`config.mk`:
```
export PLATFORM = sky130hd
export DESIGN_NAME = instr_cache
export DESIGN_NICKNAME = d
export VERILOG_FILES = /design/src/rtl/instr_cache_pkg.sv /design/src/rtl/icache_store.sv /design/src/rtl/instr_cache.sv
export SDC_FILE = /design/constraint.sdc
export NUM_CORES = 2
export LEC_CHECK = 0
export CAP_MARGIN = 20
export CORE_AREA = 5 5 460 689
export DETAILED_ROUTE_END_ITERATION = 8
export DIE_AREA = 0 0 465 694
export GPL_TIMING_DRIVEN = 0
export PLACE_DENSITY_LB_ADDON = 0.12
export SYNTH_ARGS = -nofsm -noshare
export SYNTH_HDL_FRONTEND = slang
export SYNTH_HIERARCHICAL = 1
export SYNTH_SLANG_ARGS = --single-unit
```
`constraint.sdc`:
```
create_clock -name clk -period 6.7 [get_ports clk]
set_input_delay 1.005 -clock clk [delete_from_list [all_inputs] [get_ports clk]]
set_output_delay 1.005 -clock clk [all_outputs]
set_load 0.1 [all_outputs]
```
`src/rtl/instr_cache_pkg.sv`:
```
// Shared types and helpers for the direct-mapped instruction cache.
// Holds the refill FSM encoding and the byte-address field widths.
// No ports; imported by instr_cache and icache_store.
package instr_cache_pkg;

  localparam int INSTR_W = 32;

  typedef enum logic [1:0] {
    IDLE   = 2'd0,
    REFILL = 2'd1,
    FINISH = 2'd2
  } state_e;

  // Width of the word-offset field inside a line.
  function automatic int off_w(input int words);
    return $clog2(words);
  endfunction

  // Width of the line-index field.
  function automatic int idx_w(input int lines);
    return $clog2(lines);
  endfunction

  // Tag width: everything above byte bits, word offset and index.
  function automatic int tag_w(input int addr_w, input int lines, input int words);
    return addr_w - 2 - $clog2(lines) - $clog2(words);
  endfunction

endpackage

```
`src/rtl/icache_store.sv`:
```
// Tag/data/valid storage for instr_cache: one combinational read port.
// Latency: reads are combinational; word, tag and valid writes land at the next edge.
// Backpressure: none, every write request is accepted in the cycle it is presented.
// Ports: rd_idx_i/rd_off_i -> rd_tag_o/rd_data_o/rd_valid_o (lookup);
//        word_we_i/wr_idx_i/wr_off_i/wr_data_i (refill word), tag_we_i/tag_i (line tag),
//        valid_set_i (mark wr_idx_i valid), inv_all_i (clear every valid bit).
module icache_store
  import instr_cache_pkg::*;
#(
  parameter int LINES = 16,
  parameter int WORDS = 4,
  parameter int TAG_W = 26,
  parameter int IDX_W = idx_w(LINES),
  parameter int OFF_W = off_w(WORDS)
) (
  input  logic               clk,
  input  logic               rst,
  input  logic [IDX_W-1:0]   rd_idx_i,
  input  logic [OFF_W-1:0]   rd_off_i,
  output logic [TAG_W-1:0]   rd_tag_o,
  output logic [INSTR_W-1:0] rd_data_o,
  output logic               rd_valid_o,
  input  logic               word_we_i,
  input  logic [IDX_W-1:0]   wr_idx_i,
  input  logic [OFF_W-1:0]   wr_off_i,
  input  logic [INSTR_W-1:0] wr_data_i,
  input  logic               tag_we_i,
  input  logic [TAG_W-1:0]   tag_i,
  input  logic               valid_set_i,
  input  logic               inv_all_i
);

  // Tag and data are plain RAM arrays with no reset; only valid bits need one.
  logic [INSTR_W-1:0] data_mem [LINES][WORDS];
  logic [TAG_W-1:0]   tag_mem  [LINES];
  logic [LINES-1:0]   valid_q, valid_d;

  assign rd_data_o  = data_mem[rd_idx_i][rd_off_i];
  assign rd_tag_o   = tag_mem[rd_idx_i];
  assign rd_valid_o = valid_q[rd_idx_i];

  always_ff @(posedge clk) begin
    if (word_we_i) data_mem[wr_idx_i][wr_off_i] <= wr_data_i;
    if (tag_we_i)  tag_mem[wr_idx_i]            <= tag_i;
  end

  // Invalidate-all wins over a simultaneous set of the refilled line.
  always_comb begin
    valid_d = valid_q;
    if (valid_set_i) valid_d[wr_idx_i] = 1'b1;
    if (inv_all_i)   valid_d = '0;
  end

  always_ff @(posedge clk) begin
    if (!rst) valid_q <= '0;
    else      valid_q <= valid_d;
  end

endmodule

```
`src/rtl/instr_cache.sv`:
```
// Direct-mapped read-only instruction cache between the fetch PC and slow instruction memory.
// Latency: hit returns data the same cycle; a miss stalls WORDS+2 cycles with an ack every cycle.
// Backpressure: stall_o holds fetch during refill; memory paces the refill via mem_req_o/mem_ack_i.
// Ports: clk, rst (sync active-low); req_i/addr_i/inv_i lookup; data_o/hit_o/stall_o result;
//        mem_req_o/mem_addr_o/mem_ack_i/mem_data_i word refill interface.
// Build option ICACHE_PERF_EN adds saturating hit_cnt_o / miss_cnt_o counters.
module instr_cache
  import instr_cache_pkg::*;
#(
  parameter int LINES  = 16,
  parameter int WORDS  = 4,
  parameter int ADDR_W = 32
) (
  input  logic               clk,
  input  logic               rst,
  input  logic               req_i,
  input  logic [ADDR_W-1:0]  addr_i,
  input  logic               inv_i,
  output logic [INSTR_W-1:0] data_o,
  output logic               hit_o,
  output logic               stall_o,
  output logic               mem_req_o,
  output logic [ADDR_W-1:0]  mem_addr_o,
  input  logic               mem_ack_i,
  input  logic [INSTR_W-1:0] mem_data_i
`ifdef ICACHE_PERF_EN
  ,
  output logic [31:0]        hit_cnt_o,
  output logic [31:0]        miss_cnt_o
`endif
);

  localparam int OFF_W = off_w(WORDS);
  localparam int IDX_W = idx_w(LINES);
  localparam int TAG_W = tag_w(ADDR_W, LINES, WORDS);
  localparam int CNT_W = OFF_W + 1;

  logic [OFF_W-1:0] lk_off;
  logic [IDX_W-1:0] lk_idx;
  logic [TAG_W-1:0] lk_tag;
  logic             unused_byte_bits;

  assign lk_off = addr_i[2 +: OFF_W];
  assign lk_idx = addr_i[2+OFF_W +: IDX_W];
  assign lk_tag = addr_i[ADDR_W-1 -: TAG_W];
  assign unused_byte_bits = ^addr_i[1:0];

  state_e            state_q, state_d;
  logic [CNT_W-1:0]  cnt_q, cnt_d;
  logic [ADDR_W-1:0] base_q, base_d;
  logic [IDX_W-1:0]  idx_q, idx_d;
  logic              inv_seen_q, inv_seen_d;

  logic [TAG_W-1:0]   rd_tag;
  logic [INSTR_W-1:0] rd_data;
  logic               rd_valid;
  logic               word_we, tag_we, valid_set, miss;

  icache_store #(
    .LINES (LINES),
    .WORDS (WORDS),
    .TAG_W (TAG_W)
  ) u_store (
    .clk         (clk),
    .rst         (rst),
    .rd_idx_i    (lk_idx),
    .rd_off_i    (lk_off),
    .rd_tag_o    (rd_tag),
    .rd_data_o   (rd_data),
    .rd_valid_o  (rd_valid),
    .word_we_i   (word_we),
    .wr_idx_i    (idx_q),
    .wr_off_i    (cnt_q[OFF_W-1:0]),
    .wr_data_i   (mem_data_i),
    .tag_we_i    (tag_we),
    .tag_i       (base_q[ADDR_W-1 -: TAG_W]),
    .valid_set_i (valid_set),
    .inv_all_i   (inv_i)
  );

  always_comb begin
    state_d    = state_q;
    cnt_d      = cnt_q;
    base_d     = base_q;
    idx_d      = idx_q;
    inv_seen_d = inv_seen_q;
    hit_o      = 1'b0;
    data_o     = '0;
    stall_o    = 1'b0;
    mem_req_o  = 1'b0;
    mem_addr_o = '0;
    word_we    = 1'b0;
    tag_we     = 1'b0;
    valid_set  = 1'b0;
    miss       = 1'b0;
    unique case (state_q)
      IDLE: begin
        // A same-cycle invalidate turns any lookup into a miss.
        hit_o   = req_i & rd_valid & (rd_tag == lk_tag) & ~inv_i;
        data_o  = hit_o ? rd_data : '0;
        miss    = req_i & ~hit_o;
        stall_o = miss;
        if (miss) begin
          state_d    = REFILL;
          base_d     = {lk_tag, lk_idx, {(OFF_W+2){1'b0}}};
          idx_d      = lk_idx;
          cnt_d      = '0;
          inv_seen_d = 1'b0;
        end
      end
      REFILL: begin
        stall_o    = 1'b1;
        mem_req_o  = 1'b1;
        mem_addr_o = base_q + ADDR_W'({cnt_q, 2'b00});
        inv_seen_d = inv_seen_q | inv_i;
        if (mem_ack_i) begin
          word_we = 1'b1;
          cnt_d   = cnt_q + CNT_W'(1);
          if (cnt_q == CNT_W'(WORDS-1)) state_d = FINISH;
        end
      end
      FINISH: begin
        stall_o = 1'b1;
        tag_we  = 1'b1;
        // A line invalidated while it was being fetched must not become visible.
        valid_set = ~inv_seen_q & ~inv_i;
        state_d   = IDLE;
      end
      default: state_d = IDLE;
    endcase
  end

  always_ff @(posedge clk) begin
    if (!rst) begin
      state_q    <= IDLE;
      cnt_q      <= '0;
      base_q     <= '0;
      idx_q      <= '0;
      inv_seen_q <= 1'b0;
    end else begin
      state_q    <= state_d;
      cnt_q      <= cnt_d;
      base_q     <= base_d;
      idx_q      <= idx_d;
      inv_seen_q <= inv_seen_d;
    end
  end

`ifdef ICACHE_PERF_EN
  logic [31:0] hit_cnt_q, hit_cnt_d, miss_cnt_q, miss_cnt_d;

  always_comb begin
    hit_cnt_d  = hit_cnt_q;
    miss_cnt_d = miss_cnt_q;
    if (hit_o && (hit_cnt_q != 32'hFFFF_FFFF))  hit_cnt_d  = hit_cnt_q + 32'd1;
    if (miss && (miss_cnt_q != 32'hFFFF_FFFF))  miss_cnt_d = miss_cnt_q + 32'd1;
  end

  always_ff @(posedge clk) begin
    if (!rst) begin
      hit_cnt_q  <= '0;
      miss_cnt_q <= '0;
    end else begin
      hit_cnt_q  <= hit_cnt_d;
      miss_cnt_q <= miss_cnt_d;
    end
  end

  assign hit_cnt_o  = hit_cnt_q;
  assign miss_cnt_o = miss_cnt_q;
`endif

endmodule
```
==> metrics.csv <==
stage,metric,value,unit
pwr,p_comb_frac,0.065,
setup_path,cp.required,5.69,ns
routing,vias,47600,
synth,yosys.cell_types.count,62,
die,dieArea,323000,um2
synth,synthTopCellsByArea,"edfxtp_1 (76%), mux4_2 (15%), dfxtp_1 (1.0%), mux2i_1 (0.93%), o22ai_1 (0.54%)",
setup_path,startpoint,addr_i[6],
sta,period_needed,6.73,ns
setup_path,cp.arrival,5.73,ns
clocking,ctsHoldBuffers,0,
synth,yosys_warnings,6,
clocking,clock_sinks,2482,
pwr,power,32500,uW
placed_design,place.gp.congestion,0.848,
pwr,switchingPower,7350,uW
routing,viasPerCell,5.25,
pwr,p_leak,0.0349,uW
finish,seqCellArea,74000,um2
synth,synth_edf_count,2432,
grt,groute.layer.met2.usage,0.384,
die,die_w,465,um
setup_path,r2r_start,state_q[1],
grt,grt_pass1_vias,49300,
pwr,p_int,25200,uW
min_path,min_path_type,register to register,
sta,final-max-slew-violation-count,0,
clocking,cts_root_buffer,clkbuf_16,
sta,whs,0.477,ns
finish,fill_cells,28500,
pwr,vdd_drop_max,0.193,mV
setup_path,critPathKind,input port to primary output,
clocking,clkSlewWorstSetupHoldPaths,0.07,ns
sta,max_slew.worst_pin.slew,1.18,ns
finish,stdcell_area,113000,um2
synth,synth_top_area_cell,edfxtp_1,
setup_path,rr_endpoint,u_store/data_mem[5][120],
setup_path,cp-end-kind,primary output,
pwr,clkPwrFrac,0.405,
placed_design,place.port_buffers,130,
setup_path,crit_end,data_o[15],
routing,detail-route-antenna-nets,0,
die,die_y,694,um
routing,drtPass1Iterations,6,
synth,avgSynthCellArea,22.2,um2
pwr,p_per_area,288,nW/um2
die,rows,251,
sta,fin_ws,-0.0331,ns
setup_path,regToRegSetupSlack,2.79,ns
grt,grt_usage,0.201,
routing,wire_per_inst,36.5,um
clocking,clk_latency,0.88,ns
setup_path,cp-start-kind,input port,
grt,grt_util_met3,0.0240,
routing,routed_wl,330000,um
grt,grt_pass1_wl,442000,um
grt,grt_max_degree,65,
synth,ys_ff_latch,2482,
synth,syn_inst,4303,
status,outcome,finished with violations,
setup_path,critPathMaxFanout,10,
clocking,cts_tree,built,
finish,syn_to_final_growth,18.3,%
routing,drt_drc_violations_left,0,
job,maxCapViolCount,0,
placed_design,hpwl,232000,um
grt,busiest_layer,met2,
clocking,clockBufferDepth,4,
die,io_pins,136,
sta,rsz0062_at_grt,no,
grt,antenna_found_initial,24,
finish,drive_gt1_frac,0.289,
die,start_util,0.308,
finish,multi_input_area,20900,um2
sta,post-route-period-util,1.00,
sta,max_freq,0.149,GHz
grt,gr-usage-met1,0.229,
synth,synth-main-ff-cell,edfxtp_1,
routing,drt_iter0_drc,4817,
sta,finalSetupViolCount,1,
placed_design,place_area,105000,um2
synth,yosysSeqAreaShare,0.773,
sta,relSlewSlack,0.210,
clocking,cts_buffers,237,
pwr,seqPwrFrac,0.530,
finish,fin_nets,4901,
setup_path,r2r_cells,11,
die,core,311000,um2
sta,hold_viol_final,0,
clocking,htree_num_levels,4,
grt,overflow,0,
synth,yosysTopAreaCellShare,0.763,
pwr,switching_share,0.226,
sta,clock_skew,0.0312,ns
status,violations,negative setup slack,
synth,syn-cell-area,95700,um2
synth,ys_async_sr_fraction,0,
registers in the layout (all words and copies together) (netlist names):
name / flops
u_store/valid_q: 16
inv_seen_q: 1
state_q: 2
u_store/data_mem: 2048
idx_q: 3
cnt_q: 3
u_store/tag_mem: 384
base_q: 25
per-stage QoR:
stage | utilization | setup slack, ns | cells | TNS, ns
3_3_place_gp | 0.329 | -4.04 | 8482 | -395.61
3_5_place_dp | 0.340 | -3.87 | 8625 | -143.65
6_report | 0.364 | -0.0331 | 9059 | -0.0331
2_1_floorplan | - | 0.630 | 4304 | 0
5_1_grt | 0.364 | 0.00522 | 9054 | 0
4_1_cts | 0.364 | 0.00828 | 9043 | 0
synth_stat cells, types with 34 or more instances:
library cell / instances
a22oi_1: 39
and3_1: 40
buf_2: 70
buf_4: 47
clkbuf_1: 89
dfxtp_1: 50
edfxtp_1: 2432
mux2i_1: 89
mux4_2: 625
nand2_1: 61
nand3_1: 59
nor2_1: 133
nor3_1: 34
o21ai_0: 48
o221ai_1: 46
o22ai_1: 82
xnor2_1: 41
critical path: stages:
cell and delay, ns:
clkdlybuf4s15_2 0.40, buf_4 0.30, buf_4 0.40, buf_1 0.83, clkbuf_1 0.82, nor3_1 0.14, nor3_1 0.97, o211a_1 0.23
and3_1 0.23, buf_4 0.32
layout make-up:
cell class / instances / share of cell area
antenna: 11 / 0.000243
inverter: 14 / 0.000464
clock inverter: 117 / 0.00985
tap: 4048 / 0.0447
clock buffer: 298 / 0.0548
multi-input combinational: 1560 / 0.185
timing repair buffer: 282 / 0.0369
buffer: 247 / 0.0143
sequential: 2482 / 0.654
kinds of logic after synthesis:
logic type | share of synthesized area
compound gates | 0.0252
xor+xnor | 0.00421
fa+ha+maj | 0.00105
buf+inv | 0.0154
flops | 0.773
mux | 0.157
other cells | 0.0000392
simple gates | 0.0235
placed cells by master, fill, tap and decap left out, types with 48 or more instances in the layout:
master,instances
buf_12,118
clkinv_1,54
nand3_1,59
buf_2,75
nor2_4,80
mux4_2,625
nor2_1,52
nand2_1,61
mux2i_1,89
clkbuf_1,127
edfxtp_1,2432
clkdlybuf4s50_1,60
buf_4,80
dfxtp_1,50
o22ai_1,82
o21ai_0,48
buf_6,60
clkbuf_16,239
power groups by stage:
stage / registers [uW] / logic, uW / clock network (uW)
6_report: 17300 / 2100 / 13200
5_1_grt: 17300 / 2180 / 14100
4_1_cts: 17300 / 2140 / 13600
3_5_place_dp: 17600 / 2120 / 0
3_3_place_gp: 17600 / 2020 / 0
2_1_floorplan: 17500 / 1010 / 0
how the worst min path moves through the flow:
| stage | startpoint | to | slack (ns) | cells after the start |
|---|---|---|---|---|
| 5_1_grt | mem_data_i[1] | u_store/data_mem[14][33] | 0.50 | 1 |
| 3_3_place_gp | u_store/valid_q[4] | u_store/valid_q[4] | 0.45 | 2 |
| 6_report | u_store/valid_q[4] | u_store/valid_q[4] | 0.48 | 2 |
| 4_1_cts | mem_data_i[1] | u_store/data_mem[14][33] | 0.44 | 1 |
| 3_5_place_dp | u_store/valid_q[12] | u_store/valid_q[12] | 0.46 | 2 |
| 2_1_floorplan | u_store/valid_q[10] | u_store/valid_q[10] | 0.43 | 2 |
timing repair:
action,CTS,global route
hold endpoints to repair,0,0
setup endpoints to repair,39,10
setup buffers,4,0
pin swaps,4,0
resized for setup,321,6
layer usage:
metal  routed length (um)  part of all wire
met5                   41           0.00012
met4                13300             0.040
met3                14100             0.043
met2               182000              0.55
met1               121000              0.36
No activity file was read; power rests on OpenSTA's default activity.
